[config.mk]
export PLATFORM = sky130hd
export DESIGN_NAME = vga_frame_controller
export DESIGN_NICKNAME = d
export VERILOG_FILES = /design/src/rtl/vga_pkg.sv /design/src/rtl/vga_axis_counter.sv /design/src/rtl/vga_frame_controller.sv
export SDC_FILE = /design/constraint.sdc
export NUM_CORES = 1
export LEC_CHECK = 0
export BUFFER_PORTS_ARGS = -buffer_cell sky130_fd_sc_hd__buf_4
export CAP_MARGIN = 10
export CORE_MARGIN = 5
export CORE_UTILIZATION = 54
export DETAILED_ROUTE_END_ITERATION = 10
export PLACE_DENSITY = 0.9
export SLEW_MARGIN = 25
export SYNTH_ARGS = -nofsm -noshare
export SYNTH_HDL_FRONTEND = slang
export SYNTH_HIERARCHICAL = 1
export SYNTH_SLANG_ARGS = --single-unit
[constraint.sdc]
create_clock -name i_clk -period 4.21 [get_ports i_clk]
set_input_delay 1.263 -clock i_clk [delete_from_list [all_inputs] [get_ports i_clk]]
set_output_delay 1.263 -clock i_clk [all_outputs]
set_load 0.01 [all_outputs]
[src/rtl/vga_pkg.sv]
// Shared types and default 640x480@60 timing for the VGA frame controller slice.
// f_width gives a counter/index width that never collapses to zero bits.
package vga_pkg;

    typedef enum logic [1:0] {
        SEG_FP,
        SEG_SYNC,
        SEG_BP,
        SEG_DISP
    } t_seg;

    typedef enum logic {
        IDLE,
        RUN
    } t_fc_state;

    localparam int VGA_H_FP   = 16;
    localparam int VGA_H_SYNC = 96;
    localparam int VGA_H_BP   = 48;
    localparam int VGA_H_DISP = 640;

    localparam int VGA_V_FP   = 10;
    localparam int VGA_V_SYNC = 2;
    localparam int VGA_V_BP   = 33;
    localparam int VGA_V_DISP = 480;

    function automatic int f_width(input int n);
        return (n <= 1) ? 1 : $clog2(n);
    endfunction

endpackage

[src/rtl/vga_axis_counter.sv]
// One raster axis: counts 0..TOT-1 in FP, SYNC, BP, DISP order and reports
// the current segment and the last-position flag used for wrapping.
module vga_axis_counter
    import vga_pkg::*;
#(
    parameter int   FP   = 16,
    parameter int   SYNC = 96,
    parameter int   BP   = 48,
    parameter int   DISP = 640,
    localparam int  TOT  = FP + SYNC + BP + DISP,
    localparam int  W    = f_width(TOT)
)(
    input  logic         clk,
    input  logic         rst_n,
    input  logic         step,
    input  logic         clear,
    output logic [W-1:0] cnt,
    output t_seg         seg,
    output logic         wrap
);

    localparam logic [W-1:0] SYNC_START = W'(FP);
    localparam logic [W-1:0] BP_START   = W'(FP + SYNC);
    localparam logic [W-1:0] DISP_START = W'(FP + SYNC + BP);
    localparam logic [W-1:0] LAST       = W'(TOT - 1);

    logic [W-1:0] cnt_q;
    logic [W-1:0] cnt_d;

    always_comb begin
        cnt_d = cnt_q;
        if (clear) begin
            cnt_d = '0;
        end else if (step) begin
            cnt_d = (cnt_q == LAST) ? '0 : cnt_q + W'(1);
        end
    end

    always_ff @(posedge clk or negedge rst_n) begin
        if (!rst_n) begin
            cnt_q <= '0;
        end else begin
            cnt_q <= cnt_d;
        end
    end

    always_comb begin
        seg = SEG_DISP;
        if (cnt_q < SYNC_START) begin
            seg = SEG_FP;
        end else if (cnt_q < BP_START) begin
            seg = SEG_SYNC;
        end else if (cnt_q < DISP_START) begin
            seg = SEG_BP;
        end
    end

    assign cnt  = cnt_q;
    assign wrap = (cnt_q == LAST);

endmodule

[src/rtl/vga_frame_controller.sv]
// Raster sequencer: pixel-enable divider, h/v timing, per-pixel request handshake
// and pe-registered sync/blank/RGB outputs; starts and stops only on frame boundaries.
module vga_frame_controller
    import vga_pkg::*;
#(
    parameter int               CLK_DIV   = 4,
    parameter int               H_FP      = VGA_H_FP,
    parameter int               H_SYNC    = VGA_H_SYNC,
    parameter int               H_BP      = VGA_H_BP,
    parameter int               H_DISP    = VGA_H_DISP,
    parameter int               V_FP      = VGA_V_FP,
    parameter int               V_SYNC    = VGA_V_SYNC,
    parameter int               V_BP      = VGA_V_BP,
    parameter int               V_DISP    = VGA_V_DISP,
    parameter bit               HSYNC_POL = 1'b0,
    parameter bit               VSYNC_POL = 1'b0,
    parameter int               RGB_W     = 12,
    parameter logic [RGB_W-1:0] UF_COLOUR = '0
)(
    input  logic                        i_clk,
    input  logic                        i_resetn,
    input  logic                        i_enable,
    input  logic                        i_clr_underflow,
    input  logic [RGB_W-1:0]            i_px_data,
    input  logic                        i_px_valid,
    output logic                        o_px_req,
    output logic [f_width(H_DISP)-1:0]  o_px_x,
    output logic [f_width(V_DISP)-1:0]  o_px_y,
    output logic                        o_hsync,
    output logic                        o_vsync,
    output logic                        o_blank,
    output logic [RGB_W-1:0]            o_rgb,
    output logic                        o_frame_start,
    output logic                        o_line_start,
    output logic                        o_busy,
    output logic                        o_underflow
);

    localparam int H_TOT = H_FP + H_SYNC + H_BP + H_DISP;
    localparam int V_TOT = V_FP + V_SYNC + V_BP + V_DISP;
    localparam int HW    = f_width(H_TOT);
    localparam int VW    = f_width(V_TOT);
    localparam int XW    = f_width(H_DISP);
    localparam int YW    = f_width(V_DISP);
    localparam int DIV_W = f_width(CLK_DIV);

    localparam logic [HW-1:0]    H_OFF    = HW'(H_FP + H_SYNC + H_BP);
    localparam logic [VW-1:0]    V_OFF    = VW'(V_FP + V_SYNC + V_BP);
    localparam logic [DIV_W-1:0] DIV_LAST = DIV_W'(CLK_DIV - 1);

    logic [DIV_W-1:0] div_q, div_d;
    logic             pe;
    t_fc_state        state_q, state_d;

    logic [HW-1:0]    hcnt;
    logic [VW-1:0]    vcnt;
    t_seg             hseg, vseg;
    logic             hwrap, vwrap;
    logic             running, active, h_step, v_step;

    logic             hsync_q, hsync_d;
    logic             vsync_q, vsync_d;
    logic             blank_q, blank_d;
    logic             uf_q, uf_d;
    logic [RGB_W-1:0] rgb_q, rgb_d;

    // Free-running divider; with CLK_DIV=1 it stays at 0 and pe is constant 1.
    assign pe    = (div_q == DIV_LAST);
    assign div_d = pe ? '0 : div_q + DIV_W'(1);

    assign running = (state_q == RUN);
    assign h_step  = pe & running;
    assign v_step  = pe & running & hwrap;

    vga_axis_counter #(
        .FP   (H_FP),
        .SYNC (H_SYNC),
        .BP   (H_BP),
        .DISP (H_DISP)
    ) u_hcnt (
        .clk   (i_clk),
        .rst_n (i_resetn),
        .step  (h_step),
        .clear (!running),
        .cnt   (hcnt),
        .seg   (hseg),
        .wrap  (hwrap)
    );

    vga_axis_counter #(
        .FP   (V_FP),
        .SYNC (V_SYNC),
        .BP   (V_BP),
        .DISP (V_DISP)
    ) u_vcnt (
        .clk   (i_clk),
        .rst_n (i_resetn),
        .step  (v_step),
        .clear (!running),
        .cnt   (vcnt),
        .seg   (vseg),
        .wrap  (vwrap)
    );

    // i_enable only matters on the IDLE pe and on the last pe of a frame.
    always_comb begin
        state_d = state_q;
        if (pe) begin
            case (state_q)
                IDLE:    if (i_enable) state_d = RUN;
                RUN:     if (hwrap && vwrap && !i_enable) state_d = IDLE;
                default: state_d = IDLE;
            endcase
        end
    end

    assign active = running && (hseg == SEG_DISP) && (vseg == SEG_DISP);

    always_comb begin
        hsync_d = hsync_q;
        vsync_d = vsync_q;
        blank_d = blank_q;
        rgb_d   = rgb_q;
        if (pe) begin
            hsync_d = (running && hseg == SEG_SYNC) ? HSYNC_POL : !HSYNC_POL;
            vsync_d = (running && vseg == SEG_SYNC) ? VSYNC_POL : !VSYNC_POL;
            blank_d = !active;
            rgb_d   = '0;
            if (active) begin
                rgb_d = i_px_valid ? i_px_data : UF_COLOUR;
            end
        end
    end

    // A new underflow wins over a clear arriving in the same cycle.
    always_comb begin
        uf_d = uf_q;
        if (i_clr_underflow) uf_d = 1'b0;
        if (o_px_req && !i_px_valid) uf_d = 1'b1;
    end

    always_ff @(posedge i_clk or negedge i_resetn) begin
        if (!i_resetn) begin
            div_q   <= '0;
            state_q <= IDLE;
            hsync_q <= !HSYNC_POL;
            vsync_q <= !VSYNC_POL;
            blank_q <= 1'b1;
            rgb_q   <= '0;
            uf_q    <= 1'b0;
        end else begin
            div_q   <= div_d;
            state_q <= state_d;
            hsync_q <= hsync_d;
            vsync_q <= vsync_d;
            blank_q <= blank_d;
            rgb_q   <= rgb_d;
            uf_q    <= uf_d;
        end
    end

    assign o_px_req      = pe & active;
    assign o_px_x        = active ? XW'(hcnt - H_OFF) : '0;
    assign o_px_y        = active ? YW'(vcnt - V_OFF) : '0;
    assign o_line_start  = pe & running & (hcnt == '0);
    assign o_frame_start = o_line_start & (vcnt == '0);
    assign o_busy        = running;
    assign o_hsync       = hsync_q;
    assign o_vsync       = vsync_q;
    assign o_blank       = blank_q;
    assign o_rgb         = rgb_q;
    assign o_underflow   = uf_q;

endmodule

==> run metrics <==
vias in the first global route 2128; Max clock buf depth 2; top post-synthesis cells by area dfrtp_1, inv_1, nand2_1, ha_1, o22ai_1; Setup TNS Final 0 ns; routed wire length 6180 um; Critical Path AT 2.78 ns; CTS tree yes; initial antenna violation count 0; Hold Path Class flop to flop; synthesized area 2470 um2; Final Max Slew Viols 0; CTS resizes 0; HPWL Detailed 4460 um; Reg clk slew, reported paths 0.08 ns; drt drc 0; status completed; CP required 2.95 ns; routability cong. 0.885; Clock Skews 0.00763 ns; total gr overflow 0; FMAX 0.248 GHz; post-route clock period utilization 0.959; first-pass GRT wire length 10300 um; Mapped Avg Cell Area 8.87 um2; clk sink count 39; Die W 77.6 um; reg2reg setup slack 1.40 ns; GR Util All Layers 0.208; Setup Viol. Count Final 0; Pwr Density 285 nW/um2; Lkg Pwr 1.43 nW; H-tree levels 2; synth-to-layout area growth 23.0%; final hold violation count 0; Worst Setup Path Type flop to output port; core area 4380 um2; RSZ-0062 raised after global routing no; Worst VDD drop 0.139 mV; critical path peak fanout 11; die area 6020 um2; I/O pin cnt 56; sequential fraction of the synthesis area 0.397; Die Ht 77.6 um; Initial Utilization 0.562; Synth Register Bits 39; post-synth top area share 0.365; Mapped Cells 278; Clock Tree Root clkbuf_8; row count 24; CTS Buf Count 5; Clk Latency, worst-skew pair 0.30 ns; Pre-antenna DRT Iters 4; worst slew pin tran 0.698 ns; Hold Buf Count CTS 0; Synth Net Count 303; I/O Buffers 55; NumNets Final 357; initial DRC count 183; FILL cells 335; crit end category output port; Yosys cell types 56; YS warnings 6; Slew headroom 0.534; via count 2274; wire per inst 16.0 um; number of synthesized flops with an enable pin 0; Antenna Cells 0; Post-synth ARST share 1.00; predominant post-synthesis flop cell dfrtp_1; vias per std cell 5.91; max cap viols 0; largest net degree at the start of global routing 40; total power 0.000864 W; postcts setup bufs 0; Worst Setup Start Kind flop; leading area contributor after synthesis dfrtp_1; Final min period 4.04 ns; DRT antenna net count 0; fraction of layout cells with a size suffix above 1 0.255
-- through the flow --
step / cells / instance area, um2 / hold slack, ns / worst slack (ns) / util
floorplan: 278 / 2470 / 0.403 / 0.646 / -
detailed placement: 377 / 2920 / 0.452 / 0.463 / 0.666
CTS: 385 / 3030 / 0.471 / 0.119 / 0.691
global placement: 377 / 2920 / 0.417 / 0.527 / 0.666
global route: 385 / 3030 / 0.484 / 0.0613 / 0.692
finish: 385 / 3030 / 0.456 / 0.171 / 0.692
-- cells in the final DEF, fill, tap and decap left out, types with 2 or more instances in the layout --
cell,n
buf_4,58
dfrtp_1,36
inv_1,29
nand2_1,27
nor2_1,23
o22ai_1,14
a21oi_1,11
nand3_1,10
o21ai_0,10
nor3_1,8
ha_1,8
or3_1,7
xnor2_1,6
xor2_1,5
and3_1,5
clkbuf_8,5
a211oi_1,4
o31ai_1,4
nor2b_1,3
or4_1,3
dfstp_2,3
o211ai_1,3
nand4_1,3
nand3b_1,2
mux2i_1,2
o41ai_1,2
or4_4,2
nor4b_1,2
nor4_2,2
o311ai_0,2
or3b_2,2
or3_4,2
or3b_1,2
a221oi_1,2
-- logic make-up (layout without fill, tap and decap cells) --
group,after synthesis,in the layout,synth area share
and+or+nand+nor,115,115,0.270
AOI/OAI and AO/OA,62,62,0.176
buffers and inverters,40,95,0.0639
DFF,39,39,0.397
xor gates and xnor gates,11,11,0.0391
adders and majority gates,8,8,0.0406
muxes,3,3,0.0127
-- metal layers --
metal,part of all wire,track usage,vias up
met2,0.46,0.320,101
li1,-,-,1108
met3,0.083,0.0498,10
met4,0.011,0.0584,0
met5,0,0,-
met1,0.44,0.294,1055
-- Yosys cell counts (3+ instances only) --
cell type and number:
a21oi_1 11, nor3_1 8, or3_1 7, xnor2_1 6
o31ai_1 4, ha_1 8, dfstp_2 3, nand3_1 10
o22ai_1 14, nand4_1 3, and3_1 5, or4_1 3
o211ai_1 3, inv_1 29, a211oi_1 4, nor2b_1 3
nor2_1 23, xor2_1 5, o21ai_0 10, nand2_1 28
clkbuf_1 10, dfrtp_1 36
-- power breakdown --
part | internal [W] | total [W] | switching (W)
clock network | 0.000176 | 0.000315 | 0.000139
logic | 0.0000440 | 0.000104 | 0.0000596
registers | 0.000401 | 0.000445 | 0.0000446
total | 0.000621 | 0.000864 | 0.000243
-- worst paths after layout --
path	from	depth (start not counted)	to
max	u_vcnt/cnt[6]$_DFFE_PN0P_	8	o_px_y[7]
min	div_q[0]$_DFF_PN0_	1	div_q[0]$_DFF_PN0_
max reg2reg	u_hcnt/cnt[0]$_DFFE_PN0P_	7	u_vcnt/cnt[5]$_DFFE_PN0P_
min reg2reg	div_q[0]$_DFF_PN0_	1	div_q[0]$_DFF_PN0_
max in group asynchronous	i_resetn	1	o_vsync$_DFFE_PN1N_
min in group asynchronous	i_resetn	1	u_hcnt/cnt[2]$_DFFE_PN0P_
-- area by class of cell --
cell class,instances,area (um2),share of cell area
Timing Repair Buffer,58,435,0.144
Tap cell,52,65.1,0.0215
Multi-Input combinational cell,199,1330,0.439
Inverter,29,109,0.0359
Sequential cell,39,980,0.323
Clock inverter,3,43.8,0.0144
Clock buffer,5,68.8,0.0227
-- sequential cells by signal, summed over array words and instances (netlist names), 2 cells and up --
register and count:
o_rgb 12, u_vcnt/cnt 10, div_q 2, u_hcnt/cnt 10
-- worst max-delay path, cell delays in order (launching register included) --
cell and delay, ns:
dfrtp_1 0.47, or3_4 0.42, or3_4 0.35, o311ai_1 0.35, and4_1 0.28, buf_4 0.17, nand3b_1 0.08, mux2i_1 0.20
buf_4 0.16
Power figures use the tool's default switching activity.
